<file path="config.mk">
export PLATFORM = sky130hd
export DESIGN_NAME = sargantana_itag_lookup_ctrl_flat
export DESIGN_NICKNAME = d
export VERILOG_FILES = /design/src/rtl/sargantana_itag_lookup_ctrl_if.sv /design/src/rtl/sargantana_itag_lookup_ctrl.sv /design/src/flat_wrapper.sv
export SDC_FILE = /design/constraint.sdc
export NUM_CORES = 1
export LEC_CHECK = 0
export BUFFER_PORTS_ARGS = -buffer_cell sky130_fd_sc_hd__buf_4
export CAP_MARGIN = 20
export CORE_ASPECT_RATIO = 0.8
export CORE_UTILIZATION = 40
export CTS_CLUSTER_DIAMETER = 60
export DETAILED_ROUTE_END_ITERATION = 10
export PLACE_DENSITY = 0.78
export SYNTH_ARGS = -nofsm -noshare
export SYNTH_HDL_FRONTEND = slang
export SYNTH_SLANG_ARGS = --single-unit
export TNS_END_PERCENT = 20
</file>
<file path="constraint.sdc">
create_clock -name clk_i -period 1.97 [get_ports clk_i]
set_input_delay 0 -clock clk_i [delete_from_list [all_inputs] [get_ports clk_i]]
set_output_delay 0 -clock clk_i [all_outputs]
set_load 0.01 [all_outputs]
</file>
<file path="src/rtl/sargantana_itag_lookup_ctrl_if.sv">
// Bundle between the icache core / tag array side and the tag lookup controller.
// The slave modport is the controller; the master modport is everything around it.
interface sargantana_itag_lookup_ctrl_if #(
    parameter int unsigned ICACHE_N_WAY   = 4,
    parameter int unsigned TAG_DEPTH      = 64,
    parameter int unsigned TAG_ADDR_WIDHT = $clog2(TAG_DEPTH),
    parameter int unsigned TAG_WIDHT      = 20
);
    logic                              lookup_valid_i;
    logic                              lookup_ready_o;
    logic [TAG_ADDR_WIDHT-1:0]         lookup_idx_i;
    logic [TAG_WIDHT-1:0]              lookup_tag_i;

    logic                              resp_valid_o;
    logic                              resp_hit_o;
    logic [ICACHE_N_WAY-1:0]           resp_way_o;
    logic [ICACHE_N_WAY-1:0]           resp_victim_o;

    logic                              fill_valid_i;
    logic                              fill_ready_o;
    logic [TAG_ADDR_WIDHT-1:0]         fill_idx_i;
    logic [TAG_WIDHT-1:0]              fill_tag_i;
    logic [ICACHE_N_WAY-1:0]           fill_way_i;

    logic                              flush_req_i;

    logic [ICACHE_N_WAY-1:0]           tm_req_o;
    logic                              tm_we_o;
    logic                              tm_vbit_o;
    logic                              tm_flush_o;
    logic [TAG_WIDHT-1:0]              tm_data_o;
    logic [TAG_ADDR_WIDHT-1:0]         tm_addr_o;
    logic [ICACHE_N_WAY*TAG_WIDHT-1:0] tm_tag_way_i;
    logic [ICACHE_N_WAY-1:0]           tm_vbit_i;

    modport slave (
        input  lookup_valid_i, lookup_idx_i, lookup_tag_i,
        output lookup_ready_o,
        output resp_valid_o, resp_hit_o, resp_way_o, resp_victim_o,
        input  fill_valid_i, fill_idx_i, fill_tag_i, fill_way_i,
        output fill_ready_o,
        input  flush_req_i,
        output tm_req_o, tm_we_o, tm_vbit_o, tm_flush_o, tm_data_o, tm_addr_o,
        input  tm_tag_way_i, tm_vbit_i
    );

    modport master (
        output lookup_valid_i, lookup_idx_i, lookup_tag_i,
        input  lookup_ready_o,
        input  resp_valid_o, resp_hit_o, resp_way_o, resp_victim_o,
        output fill_valid_i, fill_idx_i, fill_tag_i, fill_way_i,
        input  fill_ready_o,
        output flush_req_i,
        input  tm_req_o, tm_we_o, tm_vbit_o, tm_flush_o, tm_data_o, tm_addr_o,
        output tm_tag_way_i, tm_vbit_i
    );
endinterface

</file>
<file path="src/rtl/sargantana_itag_lookup_ctrl.sv">
// Requester-side controller for the per-way icache tag array: lookup/compare,
// refill writes with round-robin victim tracking, and invalidate-all flush.
module sargantana_itag_lookup_ctrl #(
    parameter int unsigned ICACHE_N_WAY   = 4,
    parameter int unsigned TAG_DEPTH      = 64,
    parameter int unsigned TAG_ADDR_WIDHT = $clog2(TAG_DEPTH),
    parameter int unsigned TAG_WIDHT      = 20
) (
    input  logic                         clk_i,
    input  logic                         rstn_i,
    sargantana_itag_lookup_ctrl_if.slave bus
);
    localparam int unsigned NW = ICACHE_N_WAY;
    localparam int unsigned TW = TAG_WIDHT;
    localparam int unsigned AW = TAG_ADDR_WIDHT;

    typedef enum logic [1:0] {
        IDLE  = 2'd0,
        CMP   = 2'd1,
        FLUSH = 2'd2
    } state_e;

    state_e          state_q, state_d;
    logic            flush_pend_q, flush_pend_d;
    logic [NW-1:0]   rr_q, rr_d;
    logic [TW-1:0]   tag_q, tag_d;

    logic [NW-1:0]   way_match_c;
    logic [NW-1:0]   free_way_c;
    logic            any_free_c;

    logic            lookup_ready_c, fill_ready_c;
    logic            resp_valid_c, resp_hit_c;
    logic [NW-1:0]   resp_way_c, resp_victim_c;
    logic [NW-1:0]   tm_req_c;
    logic            tm_we_c, tm_vbit_c, tm_flush_c;
    logic [TW-1:0]   tm_data_c;
    logic [AW-1:0]   tm_addr_c;

    // Per-way compare against the tag captured at lookup accept.
    always_comb begin
        way_match_c = '0;
        for (int i = 0; i < int'(NW); i++) begin
            way_match_c[i] = bus.tm_vbit_i[i] && (bus.tm_tag_way_i[i*TW +: TW] == tag_q);
        end
    end

    // Lowest-index invalid way, preferred over the round-robin pointer.
    always_comb begin
        free_way_c = '0;
        any_free_c = 1'b0;
        for (int i = 0; i < int'(NW); i++) begin
            if (!any_free_c && !bus.tm_vbit_i[i]) begin
                free_way_c[i] = 1'b1;
                any_free_c    = 1'b1;
            end
        end
    end

    always_comb begin
        state_d        = state_q;
        flush_pend_d   = flush_pend_q | bus.flush_req_i;
        rr_d           = rr_q;
        tag_d          = tag_q;
        lookup_ready_c = 1'b0;
        fill_ready_c   = 1'b0;
        resp_valid_c   = 1'b0;
        resp_hit_c     = 1'b0;
        resp_way_c     = '0;
        resp_victim_c  = '0;
        tm_req_c       = '0;
        tm_we_c        = 1'b0;
        tm_vbit_c      = 1'b0;
        tm_flush_c     = 1'b0;
        tm_data_c      = '0;
        tm_addr_c      = '0;

        unique case (state_q)
            IDLE: begin
                if (flush_pend_q) begin
                    // A flush request landing on this very cycle re-arms the pending flag.
                    state_d      = FLUSH;
                    flush_pend_d = bus.flush_req_i;
                end else begin
                    fill_ready_c   = rstn_i;
                    lookup_ready_c = rstn_i & ~bus.fill_valid_i;
                    if (bus.fill_valid_i && rstn_i) begin
                        if (|bus.fill_way_i) begin
                            tm_req_c  = bus.fill_way_i;
                            tm_we_c   = 1'b1;
                            tm_vbit_c = 1'b1;
                            tm_addr_c = bus.fill_idx_i;
                            tm_data_c = bus.fill_tag_i;
                            rr_d      = {rr_q[NW-2:0], rr_q[NW-1]};
                        end
                    end else if (bus.lookup_valid_i && rstn_i) begin
                        tm_req_c  = '1;
                        tm_addr_c = bus.lookup_idx_i;
                        tag_d     = bus.lookup_tag_i;
                        state_d   = CMP;
                    end
                end
            end
            CMP: begin
                resp_valid_c  = 1'b1;
                resp_way_c    = way_match_c;
                resp_hit_c    = |way_match_c;
                resp_victim_c = any_free_c ? free_way_c : rr_q;
                state_d       = IDLE;
            end
            FLUSH: begin
                tm_flush_c = 1'b1;
                rr_d       = NW'(1);
                state_d    = IDLE;
            end
            default: state_d = IDLE;
        endcase
    end

    always_ff @(posedge clk_i or negedge rstn_i) begin
        if (!rstn_i) begin
            state_q      <= IDLE;
            flush_pend_q <= 1'b0;
            rr_q         <= NW'(1);
            tag_q        <= '0;
        end else begin
            state_q      <= state_d;
            flush_pend_q <= flush_pend_d;
            rr_q         <= rr_d;
            tag_q        <= tag_d;
        end
    end

    assign bus.lookup_ready_o = lookup_ready_c;
    assign bus.fill_ready_o   = fill_ready_c;
    assign bus.resp_valid_o   = resp_valid_c;
    assign bus.resp_hit_o     = resp_hit_c;
    assign bus.resp_way_o     = resp_way_c;
    assign bus.resp_victim_o  = resp_victim_c;
    assign bus.tm_req_o       = tm_req_c;
    assign bus.tm_we_o        = tm_we_c;
    assign bus.tm_vbit_o      = tm_vbit_c;
    assign bus.tm_flush_o     = tm_flush_c;
    assign bus.tm_data_o      = tm_data_c;
    assign bus.tm_addr_o      = tm_addr_c;
endmodule

</file>
<file path="src/flat_wrapper.sv">
// flat-port wrapper written by rule: the top's interface ports become plain ports
module sargantana_itag_lookup_ctrl_flat 
#(
    parameter int unsigned ICACHE_N_WAY   = 4,
    parameter int unsigned TAG_DEPTH      = 64,
    parameter int unsigned TAG_ADDR_WIDHT = $clog2(TAG_DEPTH),
    parameter int unsigned TAG_WIDHT      = 20
)
  (clk_i, rstn_i, bus_lookup_valid_i, bus_lookup_idx_i, bus_lookup_tag_i, bus_lookup_ready_o, bus_resp_valid_o, bus_resp_hit_o, bus_resp_way_o, bus_resp_victim_o, bus_fill_valid_i, bus_fill_idx_i, bus_fill_tag_i, bus_fill_way_i, bus_fill_ready_o, bus_flush_req_i, bus_tm_req_o, bus_tm_we_o, bus_tm_vbit_o, bus_tm_flush_o, bus_tm_data_o, bus_tm_addr_o, bus_tm_tag_way_i, bus_tm_vbit_i);
  sargantana_itag_lookup_ctrl_if #(.ICACHE_N_WAY(ICACHE_N_WAY), .TAG_DEPTH(TAG_DEPTH), .TAG_ADDR_WIDHT(TAG_ADDR_WIDHT), .TAG_WIDHT(TAG_WIDHT)) bus_i ();
  input  logic clk_i;
  input  logic rstn_i;
  input wire logic [$bits(bus_i.lookup_valid_i)-1:0] bus_lookup_valid_i;
  input wire logic [$bits(bus_i.lookup_idx_i)-1:0] bus_lookup_idx_i;
  input wire logic [$bits(bus_i.lookup_tag_i)-1:0] bus_lookup_tag_i;
  output wire logic [$bits(bus_i.lookup_ready_o)-1:0] bus_lookup_ready_o;
  output wire logic [$bits(bus_i.resp_valid_o)-1:0] bus_resp_valid_o;
  output wire logic [$bits(bus_i.resp_hit_o)-1:0] bus_resp_hit_o;
  output wire logic [$bits(bus_i.resp_way_o)-1:0] bus_resp_way_o;
  output wire logic [$bits(bus_i.resp_victim_o)-1:0] bus_resp_victim_o;
  input wire logic [$bits(bus_i.fill_valid_i)-1:0] bus_fill_valid_i;
  input wire logic [$bits(bus_i.fill_idx_i)-1:0] bus_fill_idx_i;
  input wire logic [$bits(bus_i.fill_tag_i)-1:0] bus_fill_tag_i;
  input wire logic [$bits(bus_i.fill_way_i)-1:0] bus_fill_way_i;
  output wire logic [$bits(bus_i.fill_ready_o)-1:0] bus_fill_ready_o;
  input wire logic [$bits(bus_i.flush_req_i)-1:0] bus_flush_req_i;
  output wire logic [$bits(bus_i.tm_req_o)-1:0] bus_tm_req_o;
  output wire logic [$bits(bus_i.tm_we_o)-1:0] bus_tm_we_o;
  output wire logic [$bits(bus_i.tm_vbit_o)-1:0] bus_tm_vbit_o;
  output wire logic [$bits(bus_i.tm_flush_o)-1:0] bus_tm_flush_o;
  output wire logic [$bits(bus_i.tm_data_o)-1:0] bus_tm_data_o;
  output wire logic [$bits(bus_i.tm_addr_o)-1:0] bus_tm_addr_o;
  input wire logic [$bits(bus_i.tm_tag_way_i)-1:0] bus_tm_tag_way_i;
  input wire logic [$bits(bus_i.tm_vbit_i)-1:0] bus_tm_vbit_i;
  assign bus_i.lookup_valid_i = bus_lookup_valid_i;
  assign bus_i.lookup_idx_i = bus_lookup_idx_i;
  assign bus_i.lookup_tag_i = bus_lookup_tag_i;
  assign bus_lookup_ready_o = bus_i.lookup_ready_o;
  assign bus_resp_valid_o = bus_i.resp_valid_o;
  assign bus_resp_hit_o = bus_i.resp_hit_o;
  assign bus_resp_way_o = bus_i.resp_way_o;
  assign bus_resp_victim_o = bus_i.resp_victim_o;
  assign bus_i.fill_valid_i = bus_fill_valid_i;
  assign bus_i.fill_idx_i = bus_fill_idx_i;
  assign bus_i.fill_tag_i = bus_fill_tag_i;
  assign bus_i.fill_way_i = bus_fill_way_i;
  assign bus_fill_ready_o = bus_i.fill_ready_o;
  assign bus_i.flush_req_i = bus_flush_req_i;
  assign bus_tm_req_o = bus_i.tm_req_o;
  assign bus_tm_we_o = bus_i.tm_we_o;
  assign bus_tm_vbit_o = bus_i.tm_vbit_o;
  assign bus_tm_flush_o = bus_i.tm_flush_o;
  assign bus_tm_data_o = bus_i.tm_data_o;
  assign bus_tm_addr_o = bus_i.tm_addr_o;
  assign bus_i.tm_tag_way_i = bus_tm_tag_way_i;
  assign bus_i.tm_vbit_i = bus_tm_vbit_i;
  sargantana_itag_lookup_ctrl #(.ICACHE_N_WAY(ICACHE_N_WAY), .TAG_DEPTH(TAG_DEPTH), .TAG_ADDR_WIDHT(TAG_ADDR_WIDHT), .TAG_WIDHT(TAG_WIDHT)) u_core (.clk_i(clk_i), .rstn_i(rstn_i), .bus(bus_i));
endmodule
</file>
### Word level (Yosys, flattened, before mapping)

Index checks and enable logic that the tools add are counted.

* flip-flop bits (word level): 27
* input bits: 145
* logic and storage cells: 86

* equality and inequality tests: 11
* muxes and demuxes: 45
* bitwise gates (word level): 5
* reductions and logical operators: 21

Operators with widths (count)
* $eq 20x20->1: 4
* $mux 20: 4
* $mux 4: 11
* $mux 6: 5
* $mux 1: 20
* $logic_and 1x1->1: 9
* $mux 2: 4
* $pmux 4 s2: 1
* $reduce_and 4->1: 2
* $reduce_or 4->1: 2
* $logic_not 1->1: 5
* $ne 2x1->1 const B: 2
* $ne 3x1->1 const B: 1
* $ne 3x2->1 const B: 1
* $not 1->1: 3
* $eq 2x1->1 const B: 1
* $eq 2x2->1 const B: 1
* $logic_not 2->1: 1
* $ne 2x2->1 const B: 1
* $reduce_and 2->1: 1
* $reduce_bool 2->1: 1
* $and 1x1->1: 1
* $or 1x1->1: 1

### Logic depth before layout (Yosys ltp)

* depth in word-level cells: 11
* mapped depth: 6
* depth with buffers taken out: 5

### Worst setup path after synthesis

Ideal clock, no wire load.

* path type: reg-to-reg
* start point: register u_core.state_q[0]
* end point: register u_core.tag_q[10]
* arrival: 1.736 ns
* slack: 0.108 ns
* stages on the path, launching flop included: 7
* path buffers: 2
* period minus slack after synthesis: 1.862 ns
* cell sequence: dfrtp_1 > nor4b_4 > and2b_1 > and2_4 > buf_12 > buf_12 > mux2_4

* word-level cells in the longest chain between the ends: 2

RTL lines
* start: declaration: RTL line sargantana_itag_lookup_ctrl.sv:23 `state_e state_q, state_d;`
* start signal: assignment: RTL line sargantana_itag_lookup_ctrl.sv:127 `state_q <= state_d;`
* $logic_not 2->1: RTL line sargantana_itag_lookup_ctrl.sv:78 `unique case (state_q)`
* $reduce_and 4->1 (no source line)
* end signal: assignment: RTL line sargantana_itag_lookup_ctrl.sv:130 `tag_q <= tag_d;`
* end: declaration: RTL line sargantana_itag_lookup_ctrl.sv:26 `logic [TW-1:0] tag_q, tag_d;`

Every way passes these cells.
A chain may end at the register's enable or synchronous reset.

### Final worst setup path

* start point: register u_core.tag_q[16]
* end point: output port bus_resp_hit_o

* word-level cells in the longest chain between the ends: 4
* elaborated cells between the ends (all ways): 10
* classes of those cells: 4 x eq/ne; 1 x mux; 5 x reduce/logical

RTL lines
* $eq 20x20->1: RTL line sargantana_itag_lookup_ctrl.sv:44 `way_match_c[i] = bus.tm_vbit_i[i] && (bus.tm_tag_way_i[i*TW +: TW] == tag_q);`
* $logic_and 1x1->1: RTL line sargantana_itag_lookup_ctrl.sv:44
* $reduce_or 4->1 (*): RTL line sargantana_itag_lookup_ctrl.sv:107 `resp_hit_c = |way_match_c;`
* $mux 1 (*): RTL line sargantana_itag_lookup_ctrl.sv:78
* end: declaration: RTL line flat_wrapper.sv:18 `output wire logic [$bits(bus_i.resp_hit_o)-1:0] bus_resp_hit_o;`

Mark *: on every way between the ends. The rest lies on a longest branch, timed or not.

==> results.cfg <==
[status]
outcome = complete, but fails checks
violations = negative setup slack

[logic_synthesis]
syn_area_mm2 = 0.00244
synth_cells = 250
synth_top_family_by_area = XOR/XNOR gates
synth-simple-area-share = 0.191
syn_area_per_cell_um2 = 9.77
synth_fa_ha_area_frac = 0
synth_nets = 395
yosysSeqAreaShare = 0.277
synth_mux_area_frac = 0.124
synth_seq_cells = 27
async_reset_ff_frac = 1.00
synth_xor_area_frac = 0.287
synth-main-ff-cell = dfrtp_1
synth_edf_count = 0
yosysWarnings = 0
synth-compound-area-share = 0.0543
synthDistinctLibCells = 34

[setup_path]
path_depth = 6
cp.arrival_ns = 2.08
start_kind = flop
crit_required_ns = 1.97
crit_top_cell = nand4_1
cp_top_family = simple AND/OR/NAND/NOR gates
cp_slowest_cell = dfrtp_2
r2r-start = u_core.state_q[1]$_DFFE_PN0P_
worstPathMaxFanout = 5
crit_buf_inv = 1
crit_start = u_core.tag_q[16]$_DFFE_PN0P_
worstRegToRegCells = 5
worstPathCellList = xnor2_1 > nand4_1 > nor4_4 > nand4_1 > a41oi_2 > buf_4
crit_end = bus_resp_hit_o
slowest_delay_ns = 0.49
end_kind = primary output
critPathKind = reg -> out
r2r_slack_ns = 0.15
r2r_end = u_core.tag_q[19]$_DFFE_PN0P_

[clock_network]
worstSkewPairLatency_ns = 0.28
cts_max_level = 1
root_buffer = clkbuf_8
cts_tree = built
cts_buffer_depth = 2
clk_pin_slew_worst_paths_ns = 0.10
cts_sinks = 27
cts_buffers = 3

[finish]
post-route-util = 0.740
nets = 605
drive_gt1_frac = 0.575
fillers = 431
n_antenna_cell = 0
syn_to_final_growth_pct = 79.2
finalNonFillerCells = 540

[floorplan]
rows = 25
core_area_mm2 = 0.00591
boundaryPins = 190
die_x_um = 89.4
initial_core_util = 0.413
die-area_mm2 = 0.00642
die_h_um = 71.9

[route]
avgViaCountPerCell = 4.79
route.met3.wl_um = 452
m1WireLength_um = 3690
wl_um = 8500
routedWlPerCell_um = 15.7
wl_met2_um = 4280
drt_iter0_drc = 48
antenna_left = 0
dr.max_layer_used = met4
num_vias = 2587
remaining_drc_errors = 0
drt_pass1_iterations = 5

[sta]
tightestPinTransition_ns = 0.387
layout_setup_ws_ns = -0.114
timing.fmax_mhz = 480
slew_headroom = 0.742
min_period_ns = 2.08
setup_violations = 2
fin_crit_sh = 1.06
clock_skew_ns = 0.00675
slew_violations = 0
rsz0062_at_grt = true
hold_viol_final = 0

[hold_path]
hp-class = in -> reg

[grt]
grt_pass1_wl_um = 12400
overflow = 0
antenna_found_initial = 0
grt_pass1_vias = 2543
grt_max_degree = 29
grt.total_usage = 0.258

[power]
ir_drop_v = 0.000531
leakagePower_nw = 2.05
power_density_mw_per_mm2 = 770

[place]
port_buffers = 189
dp.cells = 502
dp_hpwl_um = 6820
place_congestion = 0.851

[job]
drv_cap = 0
[registers in the layout (all words and copies together) (netlist names)]
register	count
u_core.flush_pend_q	1
u_core.rr_q	4
u_core.state_q	2
u_core.tag_q	20
[worst reg2reg max path, delay by kind of cell (launching register included)]
kind | cells | cell delay (ns)
buffers and inverters | 1 | 0.20
and+or+nand+nor | 3 | 0.70
muxes | 1 | 0.36
DFF | 1 | 0.45
[cells in the final DEF, fill, tap and decap left out, drive strengths merged]
master and instances:
nor2b 3, o21a 5, dlygate4sd3 22, xnor2 64, dfrtp 26, xor2 16
a211o 1, nand4 17, inv 2, mux2i 3, nor4b 1, a41oi 1
nand3 6, clkbuf 3, and2 22, a21oi 3, nand2 3, and2b 1
a22o 6, mux2 20, dfstp 1, nor2 8, o21ai 2, nor4 10
nor3b 1, buf 209, clkinv 1, nand2b 2
[cell families (layout without fill, tap and decap cells)]
logic type | count (synthesis) | after routing
AO/OA/AOI/OAI | 18 | 18
XOR/XNOR | 80 | 80
buffers and inverters | 29 | 237
flip-flops | 27 | 27
multiplexers | 23 | 23
AND/OR/NAND/NOR | 73 | 74
[metrics by stage]
step                instance area, um2  total power [mW]  hold slack [ns]  setup WS [ns]  setup TNS, ns
floorplan                         2440              2.20           -0.296          0.108              0
global placement                  3870              2.69           0.0352         0.0275              0
detailed placement                3870              2.74           0.0395       -0.00372       -0.00372
CTS                               4220              3.15            0.171        -0.0378        -0.0378
global route                      4380              3.57            0.169         -0.162          -1.64
finish                            4380              3.37            0.173         -0.114         -0.129
[metal layers]
layer  vias up  GRT usage
li1       1259          -
met1      1228      0.349
met2        90      0.443
met3        10     0.0432
met4         0     0.0406
met5         -          0
[area by class of cell]
class	instances	area, um2	share of cell area
timing repair buffer	231	1810	0.413
sequential	27	692	0.158
multi-input combinational	195	1720	0.393
inverter	2	7.51	0.00172
tap	81	101	0.0232
clock inverter	1	5.00	0.00114
clock buffer	3	41.3	0.00943
[Yosys cell counts (all sizes together), types with 3 or more instances]
cell	n	area share
nand2	3	0.0046
a22o	6	0.022
nand4	17	0.044
and2	21	0.055
a21oi	3	0.0061
nor2	8	0.012
buf	8	0.034
dfrtp	26	0.27
clkbuf	19	0.029
xor2	16	0.057
xnor2	64	0.23
nand3	6	0.012
mux2i	3	0.012
nor4	10	0.034
mux2	20	0.11
nor2b	3	0.0077
o21a	5	0.015
[report_power, final]
group	internal (mW)	leakage (nW)	switching (mW)
Clock	0.142	0.0255	0.179
Sequential	0.779	0.320	0.426
Combinational	1.20	1.70	0.640
[worst min-delay path by stage]
stage | end | start | slack, ns | depth (start not counted)
after floorplan | u_core.flush_pend_q$_DFF_PN0_ | rstn_i | -0.30 | 0
after global placement | u_core.rr_q[2]$_DFFE_PN0P_ | rstn_i | 0.04 | 2
after detailed placement | u_core.rr_q[2]$_DFFE_PN0P_ | rstn_i | 0.04 | 2
after CTS | u_core.tag_q[5]$_DFFE_PN0P_ | bus_lookup_valid_i | 0.17 | 3
after global routing | u_core.tag_q[5]$_DFFE_PN0P_ | bus_lookup_valid_i | 0.17 | 3
final | u_core.tag_q[5]$_DFFE_PN0P_ | bus_lookup_valid_i | 0.17 | 3
[what timing repair did]
action | CTS | global route
gates cloned | 1 | 0
setup buffers | 1 | 9
setup endpoints to repair | 10 | 27
hold endpoints to repair | 47 | 0
resized for setup | 14 | 15
hold buffers | 23 | 0
pin swaps | 3 | 15
Note: power is estimated with default switching activity, not from simulation.
